`config.mk`:
```
export PLATFORM = sky130hd
export DESIGN_NAME = id_decode_buffer_flat
export DESIGN_NICKNAME = d
export VERILOG_FILES = /design/src/rtl/cpu_pkg.sv /design/src/rtl/id_decode_buffer_if.sv /design/src/rtl/id_decoder.sv /design/src/rtl/id_decode_buffer.sv /design/src/flat_wrapper.sv
export SDC_FILE = /design/constraint.sdc
export NUM_CORES = 1
export LEC_CHECK = 0
export BUFFER_PORTS_ARGS = -buffer_cell sky130_fd_sc_hd__buf_2
export CAP_MARGIN = 20
export CORE_UTILIZATION = 45
export CTS_CLUSTER_DIAMETER = 40
export CTS_CLUSTER_SIZE = 28
export DETAILED_ROUTE_END_ITERATION = 7
export PLACE_DENSITY = 0.66
export REMOVE_ABC_BUFFERS = 1
export SLEW_MARGIN = 20
export SYNTH_ARGS = -nofsm -noshare
export SYNTH_HDL_FRONTEND = slang
export SYNTH_HIERARCHICAL = 1
export SYNTH_SLANG_ARGS = --single-unit
export TNS_END_PERCENT = 100
```
`constraint.sdc`:
```
create_clock -name clk -period 3.4 [get_ports clk]
set_input_delay 0.68 -clock clk [delete_from_list [all_inputs] [get_ports clk]]
set_output_delay 0.68 -clock clk [all_outputs]
set_load 0.05 [all_outputs]
```
`src/rtl/cpu_pkg.sv`:
```
// Shared RV32I decode types: ALU operation codes, base opcodes and the decoded
// control bundle handed from the decode stage to the execute-stage ALU.
package cpu_pkg;

    typedef enum logic [3:0] {
        ALU_ADD       = 4'b0000,
        ALU_SLL       = 4'b0001,
        ALU_SLT       = 4'b0010,
        ALU_SLTU      = 4'b0011,
        ALU_XOR       = 4'b0100,
        ALU_SRL       = 4'b0101,
        ALU_OR        = 4'b0110,
        ALU_AND       = 4'b0111,
        ALU_SUB       = 4'b1000,
        ALU_PASS_SRC2 = 4'b1001,
        ALU_SRA       = 4'b1101
    } alu_op_e;

    localparam logic [6:0] OPC_LUI    = 7'b0110111;
    localparam logic [6:0] OPC_AUIPC  = 7'b0010111;
    localparam logic [6:0] OPC_JAL    = 7'b1101111;
    localparam logic [6:0] OPC_JALR   = 7'b1100111;
    localparam logic [6:0] OPC_BRANCH = 7'b1100011;
    localparam logic [6:0] OPC_LOAD   = 7'b0000011;
    localparam logic [6:0] OPC_STORE  = 7'b0100011;
    localparam logic [6:0] OPC_OP_IMM = 7'b0010011;
    localparam logic [6:0] OPC_OP     = 7'b0110011;

    // addi x0,x0,0
    localparam logic [31:0] NOP_INSTR = 32'h0000_0013;

    typedef struct packed {
        alu_op_e     alu_ctrl;
        logic [31:0] imm;
        logic        src1_sel;
        logic        src2_sel;
        logic [4:0]  rs1;
        logic [4:0]  rs2;
        logic [4:0]  rd;
        logic        rd_we;
        logic [31:0] pc;
        logic        illegal;
    } id_bundle_t;

    typedef enum logic [1:0] {
        BUF_EMPTY = 2'd0,
        BUF_ONE   = 2'd1,
        BUF_FULL  = 2'd2
    } buf_state_e;

    function automatic logic is_known_opcode(input logic [6:0] opc);
        case (opc)
            OPC_LUI, OPC_AUIPC, OPC_JAL, OPC_JALR, OPC_BRANCH,
            OPC_LOAD, OPC_STORE, OPC_OP_IMM, OPC_OP: is_known_opcode = 1'b1;
            default:                                 is_known_opcode = 1'b0;
        endcase
    endfunction

endpackage

```
`src/rtl/id_decode_buffer_if.sv`:
```
// Handshake and bundle signals between fetch, the decode buffer and execute.
interface id_decode_buffer_if;

    logic        flush;
    logic        in_valid;
    logic        in_ready;
    logic [31:0] in_instr;
    logic [31:0] in_pc;

    logic        out_valid;
    logic        out_ready;
    logic [3:0]  out_alu_ctrl;
    logic [31:0] out_imm;
    logic        out_src1_sel;
    logic        out_src2_sel;
    logic [4:0]  out_rs1;
    logic [4:0]  out_rs2;
    logic [4:0]  out_rd;
    logic        out_rd_we;
    logic [31:0] out_pc;
    logic        out_illegal;

    modport master (
        output flush, in_valid, in_instr, in_pc, out_ready,
        input  in_ready, out_valid, out_alu_ctrl, out_imm, out_src1_sel,
               out_src2_sel, out_rs1, out_rs2, out_rd, out_rd_we, out_pc,
               out_illegal
    );

    modport slave (
        input  flush, in_valid, in_instr, in_pc, out_ready,
        output in_ready, out_valid, out_alu_ctrl, out_imm, out_src1_sel,
               out_src2_sel, out_rs1, out_rs2, out_rd, out_rd_we, out_pc,
               out_illegal
    );

endinterface

```
`src/rtl/id_decoder.sv`:
```
// Combinational RV32I decoder: one fetched instruction plus PC in, one
// control bundle out. Illegal opcodes may be rewritten to a NOP.
module id_decoder
    import cpu_pkg::*;
#(
    parameter bit ILLEGAL_AS_NOP = 1'b0
) (
    input  logic [31:0] instr,
    input  logic [31:0] pc,
    output id_bundle_t  bundle
);

    logic        known;
    logic [31:0] ins;
    logic [2:0]  funct3;
    logic        writes_rd;
    logic [31:0] imm_i;
    logic [31:0] imm_s;
    logic [31:0] imm_b;
    logic [31:0] imm_u;
    logic [31:0] imm_j;

    // The NOP rewrite happens before field extraction so every field follows it.
    always_comb begin
        known = is_known_opcode(instr[6:0]);
        ins   = (!known && ILLEGAL_AS_NOP) ? NOP_INSTR : instr;
    end

    assign funct3 = ins[14:12];
    assign imm_i  = {{20{ins[31]}}, ins[31:20]};
    assign imm_s  = {{20{ins[31]}}, ins[31:25], ins[11:7]};
    assign imm_b  = {{19{ins[31]}}, ins[31], ins[7], ins[30:25], ins[11:8], 1'b0};
    assign imm_u  = {ins[31:12], 12'b0};
    assign imm_j  = {{11{ins[31]}}, ins[31], ins[19:12], ins[20], ins[30:21], 1'b0};

    always_comb begin
        writes_rd = 1'b0;
        bundle     = '0;
        bundle.pc  = pc;
        bundle.rs1 = ins[19:15];
        bundle.rs2 = ins[24:20];
        bundle.rd  = ins[11:7];
        case (ins[6:0])
            OPC_OP: begin
                bundle.alu_ctrl = alu_op_e'({ins[30], funct3});
                writes_rd       = 1'b1;
            end
            OPC_OP_IMM: begin
                // Only shifts-right look at funct7; SUB cannot come from here.
                bundle.alu_ctrl = alu_op_e'({(funct3 == 3'b101) && ins[30], funct3});
                bundle.src2_sel = 1'b1;
                bundle.imm      = imm_i;
                writes_rd       = 1'b1;
            end
            OPC_LUI: begin
                bundle.alu_ctrl = ALU_PASS_SRC2;
                bundle.src2_sel = 1'b1;
                bundle.imm      = imm_u;
                writes_rd       = 1'b1;
            end
            OPC_AUIPC: begin
                bundle.src1_sel = 1'b1;
                bundle.src2_sel = 1'b1;
                bundle.imm      = imm_u;
                writes_rd       = 1'b1;
            end
            OPC_LOAD, OPC_JALR: begin
                bundle.src2_sel = 1'b1;
                bundle.imm      = imm_i;
                writes_rd       = 1'b1;
            end
            OPC_STORE: begin
                bundle.src2_sel = 1'b1;
                bundle.imm      = imm_s;
            end
            OPC_JAL: begin
                bundle.src1_sel = 1'b1;
                bundle.src2_sel = 1'b1;
                bundle.imm      = imm_j;
                writes_rd       = 1'b1;
            end
            OPC_BRANCH: begin
                bundle.src1_sel = 1'b1;
                bundle.src2_sel = 1'b1;
                bundle.imm      = imm_b;
            end
            default: ;
        endcase
        bundle.rd_we   = writes_rd && (ins[11:7] != 5'd0);
        bundle.illegal = !known;
    end

endmodule

```
`src/rtl/id_decode_buffer.sv`:
```
// RV32I decode stage: decodes on the input side and holds decoded bundles in
// a 2-entry skid buffer (main + skid) with valid/ready on both sides.
//
// state     | meaning
// BUF_EMPTY | nothing buffered, out_valid low
// BUF_ONE   | main entry valid and presented downstream
// BUF_FULL  | main presented, skid holds the next bundle, in_ready low
module id_decode_buffer
    import cpu_pkg::*;
#(
    parameter bit ILLEGAL_AS_NOP = 1'b0
) (
    input logic               clk,
    input logic               rst,
    id_decode_buffer_if.slave bus
);

    buf_state_e state_q;
    buf_state_e state_d;
    id_bundle_t main_q;
    id_bundle_t main_d;
    id_bundle_t skid_q;
    id_bundle_t skid_d;
    id_bundle_t dec_bundle;

    logic accept;
    logic in_ready;
    logic out_valid;
    logic load_main_dec;
    logic load_main_skid;
    logic load_skid;

    id_decoder #(
        .ILLEGAL_AS_NOP (ILLEGAL_AS_NOP)
    ) u_id_decoder (
        .instr  (bus.in_instr),
        .pc     (bus.in_pc),
        .bundle (dec_bundle)
    );

    // in_ready depends on registered state only, never on out_ready.
    assign accept = bus.in_valid && (state_q != BUF_FULL);

    always_ff @(posedge clk) begin
        if (rst) begin
            state_q <= BUF_EMPTY;
        end else begin
            state_q <= state_d;
        end
    end

    always_comb begin
        state_d = state_q;
        if (bus.flush) begin
            state_d = BUF_EMPTY;
        end else begin
            case (state_q)
                BUF_EMPTY: if (accept) state_d = BUF_ONE;
                BUF_ONE: begin
                    if (accept && !bus.out_ready) begin
                        state_d = BUF_FULL;
                    end else if (!accept && bus.out_ready) begin
                        state_d = BUF_EMPTY;
                    end
                end
                BUF_FULL:  if (bus.out_ready) state_d = BUF_ONE;
                default:   state_d = BUF_EMPTY;
            endcase
        end
    end

    always_comb begin
        in_ready       = (state_q != BUF_FULL);
        out_valid      = (state_q != BUF_EMPTY);
        load_main_dec  = 1'b0;
        load_main_skid = 1'b0;
        load_skid      = 1'b0;
        if (!bus.flush) begin
            case (state_q)
                BUF_EMPTY: load_main_dec = accept;
                BUF_ONE: begin
                    load_main_dec = accept && bus.out_ready;
                    load_skid     = accept && !bus.out_ready;
                end
                BUF_FULL:  load_main_skid = bus.out_ready;
                default: ;
            endcase
        end
    end

    always_comb begin
        main_d = main_q;
        skid_d = skid_q;
        if (load_main_skid) begin
            main_d = skid_q;
        end else if (load_main_dec) begin
            main_d = dec_bundle;
        end
        if (load_skid) begin
            skid_d = dec_bundle;
        end
    end

    // Data registers are only cleared by reset; a flush just drops validity.
    always_ff @(posedge clk) begin
        if (rst) begin
            main_q <= '0;
            skid_q <= '0;
        end else begin
            main_q <= main_d;
            skid_q <= skid_d;
        end
    end

    assign bus.in_ready     = in_ready;
    assign bus.out_valid    = out_valid;
    assign bus.out_alu_ctrl = main_q.alu_ctrl;
    assign bus.out_imm      = main_q.imm;
    assign bus.out_src1_sel = main_q.src1_sel;
    assign bus.out_src2_sel = main_q.src2_sel;
    assign bus.out_rs1      = main_q.rs1;
    assign bus.out_rs2      = main_q.rs2;
    assign bus.out_rd       = main_q.rd;
    assign bus.out_rd_we    = main_q.rd_we;
    assign bus.out_pc       = main_q.pc;
    assign bus.out_illegal  = main_q.illegal;

endmodule

```
`src/flat_wrapper.sv`:
```
// flat-port wrapper written by rule: the top's interface ports become plain ports
module id_decode_buffer_flat import cpu_pkg::*;
#(
    parameter bit ILLEGAL_AS_NOP = 1'b0
)
  (clk, rst, bus_flush, bus_in_valid, bus_in_instr, bus_in_pc, bus_out_ready, bus_in_ready, bus_out_valid, bus_out_alu_ctrl, bus_out_imm, bus_out_src1_sel, bus_out_src2_sel, bus_out_rs1, bus_out_rs2, bus_out_rd, bus_out_rd_we, bus_out_pc, bus_out_illegal);
  id_decode_buffer_if bus_i ();
  input logic clk;
  input logic rst;
  input wire logic [$bits(bus_i.flush)-1:0] bus_flush;
  input wire logic [$bits(bus_i.in_valid)-1:0] bus_in_valid;
  input wire logic [$bits(bus_i.in_instr)-1:0] bus_in_instr;
  input wire logic [$bits(bus_i.in_pc)-1:0] bus_in_pc;
  input wire logic [$bits(bus_i.out_ready)-1:0] bus_out_ready;
  output wire logic [$bits(bus_i.in_ready)-1:0] bus_in_ready;
  output wire logic [$bits(bus_i.out_valid)-1:0] bus_out_valid;
  output wire logic [$bits(bus_i.out_alu_ctrl)-1:0] bus_out_alu_ctrl;
  output wire logic [$bits(bus_i.out_imm)-1:0] bus_out_imm;
  output wire logic [$bits(bus_i.out_src1_sel)-1:0] bus_out_src1_sel;
  output wire logic [$bits(bus_i.out_src2_sel)-1:0] bus_out_src2_sel;
  output wire logic [$bits(bus_i.out_rs1)-1:0] bus_out_rs1;
  output wire logic [$bits(bus_i.out_rs2)-1:0] bus_out_rs2;
  output wire logic [$bits(bus_i.out_rd)-1:0] bus_out_rd;
  output wire logic [$bits(bus_i.out_rd_we)-1:0] bus_out_rd_we;
  output wire logic [$bits(bus_i.out_pc)-1:0] bus_out_pc;
  output wire logic [$bits(bus_i.out_illegal)-1:0] bus_out_illegal;
  assign bus_i.flush = bus_flush;
  assign bus_i.in_valid = bus_in_valid;
  assign bus_i.in_instr = bus_in_instr;
  assign bus_i.in_pc = bus_in_pc;
  assign bus_i.out_ready = bus_out_ready;
  assign bus_in_ready = bus_i.in_ready;
  assign bus_out_valid = bus_i.out_valid;
  assign bus_out_alu_ctrl = bus_i.out_alu_ctrl;
  assign bus_out_imm = bus_i.out_imm;
  assign bus_out_src1_sel = bus_i.out_src1_sel;
  assign bus_out_src2_sel = bus_i.out_src2_sel;
  assign bus_out_rs1 = bus_i.out_rs1;
  assign bus_out_rs2 = bus_i.out_rs2;
  assign bus_out_rd = bus_i.out_rd;
  assign bus_out_rd_we = bus_i.out_rd_we;
  assign bus_out_pc = bus_i.out_pc;
  assign bus_out_illegal = bus_i.out_illegal;
  id_decode_buffer #(.ILLEGAL_AS_NOP(ILLEGAL_AS_NOP)) u_core (.clk(clk), .rst(rst), .bus(bus_i));
endmodule
```
After elaboration in Yosys (flattened, before gate mapping)
Cells that the tools add are included.

operators by class
  reductions and logical operators = 21
  multiplexer cells = 19
  equality and inequality tests = 16

operator list
  kind                count
  $mux 87             2
  $pmux 32 s5         1
  $eq 7x6->1 const B  3
  $eq 7x7->1 const B  3
  $eq 7x5->1 const B  2
  $pmux 4 s3          1
  $mux 1              9
  $reduce_or 9->1     1
  $mux 2              4
  $reduce_or 8->1     1
  $eq 7x2->1 const B  1
  $reduce_or 7->1     1
  $logic_and 1x1->1   6
  $pmux 2 s3          1
  $reduce_or 3->1     2
  $reduce_bool 5->1   1
  $ne 2x2->1 const B  2
  $reduce_bool 2->1   2
  $reduce_or 2->1     2
  $eq 3x3->1 const B  1
  $logic_not 1->1     3
  $ne 3x1->1 const B  1
  $reduce_and 3->1    1
  $eq 2x1->1 const B  1
  4 further kinds     4

word-level totals
  output and inout bits = 89
  input bits = 69
  register bits = 176
  word-level logic and storage cells = 77

Logic depth before layout (Yosys ltp)
  depth after elaboration = 7
  gate-level depth with buffers = 8
  mapped depth without buffers = 5

Modules after synthesis
Netlist, hierarchy kept.

by module, submodules not included
  module            sequential area each (um^2)  times used  cells an instance  area an instance (um^2)
  id_decode_buffer  3523.4                       1           847                8006.4
  id_decoder        0.0                          1           167                1142.3

Least setup slack after synthesis
No wires, ideal clock.

  path type = input-to-reg
  start point = input port bus_in_instr[2]
  end point = register u_core.main_q, in the netlist u_core/bus.out_imm[10]
  buffers on the path = 1
  required time = 3.309 ns
  setup time = 0.091 ns
  arrival = 1.921 ns
  setup slack = 1.388 ns
  stages on the path = 6
  path through = buf_4 > nor2b_4 > o41a_4 > nor3b_2 > mux2i_1 > a311oi_1

RTL lines
  element               RTL line                 RTL
  start, declared       flat_wrapper.sv:12       input wire logic [$bits(bus_i.in_instr)-1:0] bus_in_instr;
  end signal, assigned  id_decode_buffer.sv:110  main_q <= main_d;
  end, declared         id_decode_buffer.sv:20   id_bundle_t main_q;

Worst setup path after layout
  start point = register u_core.state_q[1]
  end point = register u_core.main_q, in the netlist u_core/bus.out_pc[11]

between the ends
  word-level cells in the longest chain between the ends = 6
  elaborated cells between the ends (all ways) = 12
  classes of those cells = eq/ne: 3; mux: 5; reduce/logical: 4

RTL lines
  element                      RTL line                RTL
  start, declared              id_decode_buffer.sv:18  buf_state_e state_q;
  start signal, assigned       id_decode_buffer.sv:48  state_q <= state_d;
  $ne 2x2->1                   id_decode_buffer.sv:42  assign accept = bus.in_valid && (state_q != BUF_FULL);
  $logic_and 1x1->1            id_decode_buffer.sv:42
  $logic_and 1x1->1            id_decode_buffer.sv:82  load_main_dec = accept && bus.out_ready;
  $pmux 1 s2                   id_decode_buffer.sv:79  case (state_q)
  $mux 1                       id_decode_buffer.sv:78  if (!bus.flush) begin
  $reduce_bool 2->1 (no line)  --

Parallel ways exist; a longest one is shown, timed or not.
A chain may end at the register's enable or synchronous reset.

==> summary by stage <==
Timing
The worst clock skew on the final layout is 0.00972 ns. After layout, the worst setup slack is 1.12 ns. Setup violations remaining at the end of the flow were counted as 0.

Setup repair after global routing left no endpoint under its margin. The number of max-slew violations in the final report is 0. The relative slew slack is 30.4%. Across all hold checks on the routed design, the worst slack comes to 0.473 ns. The maximum frequency from static timing analysis is 0.439 GHz. The routed design could run at a clock period as short as 2.28 ns.

The number of hold violations in the final report is 0. Dividing the final minimum period by the clock period gives 67.0%. The transition time of the tightest slew-check pin is 1.04 ns.

Floorplan
158 I/O pins were placed. The floorplan die width is 145 um. The die covers 20900 um^2. The die is 145 um tall. The initial core utilization is 46.4%. The core box area is 19700 um^2. The floorplan row count is 51.

Run
The tool flagged a number of max-cap violations equal to 0.

Placed design
The placer's final routability congestion estimate is 0.830. The post-placement worst setup slack is 0.882 ns. Detailed placement ended at an HPWL of 14.5 mm. The port buffer count is 157.

Detailed routing
In the routed design, unresolved DRC markers number 0. The sum of routed wire length over all layers is 25.7 mm. Dividing the detail-routed via count by the number of cells gives 6.29. The detailed router finished its first iteration with 864 violations. The wire length per cell is 19.8 um.

Before antenna repair, the detailed router went through 7 iterations. The count of nets left with antenna violations once routing finished came out at 0. Summing over every cut layer, the via total after detailed routing is 8186.

GRT
The via count of the first global-routing pass is 7354. The first global-routing pass estimated 40.3 mm of wire. In the global route stage, overall resource usage came out at 24.4%. The pin count of the biggest net entering global routing is 88.

The initial antenna violation count is 0. The aggregate global routing overflow is 0. The global-route track usage on met2 is 37.5%. The fraction of met3 tracks used by global routing is 4.21%.

Global routing used 34.6% of the available met1 tracks. The most heavily used metal layer in global routing is met2.

Clock tree
The number of instances resized during post-cts repair is 0. Clock tree synthesis selected as its root buffer the cell sky130_fd_sc_hd__clkbuf_16. In this run the post-CTS setup repair buffer count came out at 0. Clock-pin slew was measured on the worst setup and hold paths at 0.06 ns.

The number of clock buffers inserted by TritonCTS is 17. The maximum clock insertion buffer count is 2. The number of sinks on the clock net is 176. The total number of H-tree levels is 4. The CTS tree is built. The quantity of hold-fixing buffers added after cts is 0. The later pin in the worst-skew pair is clocked with a latency of 0.43 ns.

Power
The total internal power is 0.00334 W. The total power density per cell area is 476 nW/um^2. For this design the total switching power over the nets is 0.00143 W.

The maximum vdd ir drop is 339 uV. For this design the static power due to leakage is 3.38 nW. In this run, flip-flops and latches consume 45.7% of the power. The switching power as a share of total power is 30.0%.

The clock group share of total power is 37.3%. The share of total power in combinational logic is 17.0%.

Cells and area
Compared with the post-synthesis result, the final layout area differs by 9.68%. Cells with a size suffix above 1 make up 22.2% of the layout. The final standard cell utilization of the core is 50.9%. The final layout contains 1093 nets.

Critical path
The sort of element at the start of the critical path is a register. For this design, the slowest cell found on the critical path is sky130_fd_sc_hd__buf_4. The data required time at the worst endpoint is 3.73 ns. In this run the worst path has a maximum fanout of 56.

In this design, the stage delay of the slowest critical-path cell is 0.65 ns. The signal arrival time at the worst endpoint is 2.61 ns. The critical path class is register to register.

Walking the worst path, the cells encountered are and4bb_4 -> buf_4 -> mux2i_1 -> a311oi_1. The category of the worst setup path capture point is a register.

Yosys
Counting distinct cell types in the post-synthesis netlist gives 57. The main flop type after synthesis is sky130_fd_sc_hd__dfxtp_1. Synthesis handed over a netlist of 1014 instances. After synthesis the netlist holds a flip-flop and latch count of 176. Of all flip-flops after synthesis, the portion carrying an async set or reset was 0%. After synthesis, flip-flops and latches occupy 38.5% of the total area. The count of yosys warnings during synthesis is 6. The mapped netlist covers 9150 um^2. The number of flops mapped to enable cells by yosys is 0. The mean post-synth cell area is 9.02 um^2.

Worst hold path
In this run the worst hold path is classified as register to register.

Status
The flow ran to the end, and the final reports show no timing, DRC or antenna violations.
==> per-stage QoR <==
| step | area (um^2) | power [W] | TNS (ns) | cells |
|---|---|---|---|---|
| final | 10000 | 0.00478 | 0 | 1301 |
| after floorplan | 8080 | 0.00272 | -566.21 | 825 |
| after global placement | 9510 | 0.00303 | 0 | 1270 |
| after detailed placement | 9510 | 0.00304 | 0 | 1270 |
| after CTS | 10000 | 0.00481 | 0 | 1300 |
| after global routing | 10000 | 0.00495 | 0 | 1300 |
==> logic make-up (layout without fill, tap and decap cells) <==
kind of cell    count (synthesis)  in the layout  share of synthesized area [%]
xor+xnor                        1              1                         0.0958
flops                         176            176                           38.5
buf+inv                       200            221                           12.1
other cells                     0              1                              0
compound gates                378            378                           28.8
simple gates                  169            169                           10.6
mux                            90             90                           9.86
==> final cells by class <==
type                       count  area, um^2
tap                          265         332
fill                        1823        9680
clock inverter                 5        32.5
inverter                      11        48.8
timing repair buffer         180        1040
antenna                        1        2.50
multi-input combinational    638        4570
clock buffer                  25         485
sequential                   176        3520
==> cell usage in the layout (no fill, tap or decap), drive strengths merged, types with 2 or more instances in the layout <==
| master | count |
|---|---|
| nand3 | 111 |
| and2 | 2 |
| nand2 | 7 |
| o21ai | 88 |
| a311oi | 175 |
| nor3b | 9 |
| clkinv | 5 |
| nand2b | 3 |
| a31oi | 2 |
| nor3 | 4 |
| nand4 | 2 |
| dfxtp | 176 |
| nor2b | 5 |
| a22o | 5 |
| or4 | 2 |
| and3 | 3 |
| o22ai | 8 |
| a21oi | 89 |
| clkbuf | 25 |
| nand4b | 2 |
| buf | 180 |
| nor2 | 11 |
| mux2i | 89 |
| inv | 11 |
==> power groups by stage <==
stage / clock network (W) / logic, W / registers (W)
after floorplan: 0 / 0.000253 / 0.00246
after global placement: 0 / 0.000803 / 0.00223
after detailed placement: 0 / 0.000808 / 0.00223
after CTS: 0.00182 / 0.000809 / 0.00218
after global routing: 0.00190 / 0.000865 / 0.00219
final: 0.00178 / 0.000812 / 0.00218
==> synthesized netlist by cell type, drive strengths merged (4+ instances only) <==
cell | instances | area, um^2
nand3 | 111 | 556
nor3b | 9 | 103
mux2i | 89 | 891
inv | 11 | 43.8
o21ai | 88 | 444
a21oi | 89 | 449
dfxtp | 176 | 3520
nand2 | 7 | 26.3
a22o | 5 | 43.8
nor2 | 11 | 48.8
a311oi | 175 | 1530
nor3 | 4 | 20.0
clkbuf | 92 | 347
buf | 97 | 718
o22ai | 8 | 50.1
nor2b | 5 | 38.8
==> routing by layer <==
layer  part of all wire (%)  wire, um  vias up
li1                       -         -     3912
met1                     48     12200     3996
met2                     45     11700      256
met3                    5.7      1480       22
met4                    1.2       311        0
met5                      0         0        -
==> path summary, 6_finish.rpt <==
kind,depth (start not counted),end,slack [ns],start
max,4,u_core/bus.out_pc[11],1.12,u_core/state_q[1]
min,2,u_core/skid_q[74],0.47,u_core/skid_q[74]
max reg2reg,4,u_core/bus.out_pc[11],1.12,u_core/state_q[1]
min reg2reg,2,u_core/skid_q[74],0.47,u_core/skid_q[74]
==> registers in the layout, summed over array words and instances, names as in the netlist <==
name and flops:
u_core/bus.out_src2_sel 1, u_core/bus.out_rs1 5, u_core/bus.out_rd_we 1, u_core/bus.out_src1_sel 1
u_core/bus.out_imm 32, u_core/bus.out_alu_ctrl 4, u_core/bus.out_rd 5, u_core/skid_q 87
u_core/bus.out_illegal 1, u_core/bus.out_rs2 5, u_core/state_q 2, u_core/bus.out_pc 32
==> worst max-delay path: cells and delay by family, from the launching register on <==
family	cells	cell delay (ns)
DFF	1	0.64
buffers and inverters	1	0.65
AOI/OAI and AO/OA	1	0.32
muxes	1	0.19
and+or+nand+nor	1	0.36
Power figures use the tool's default switching activity.
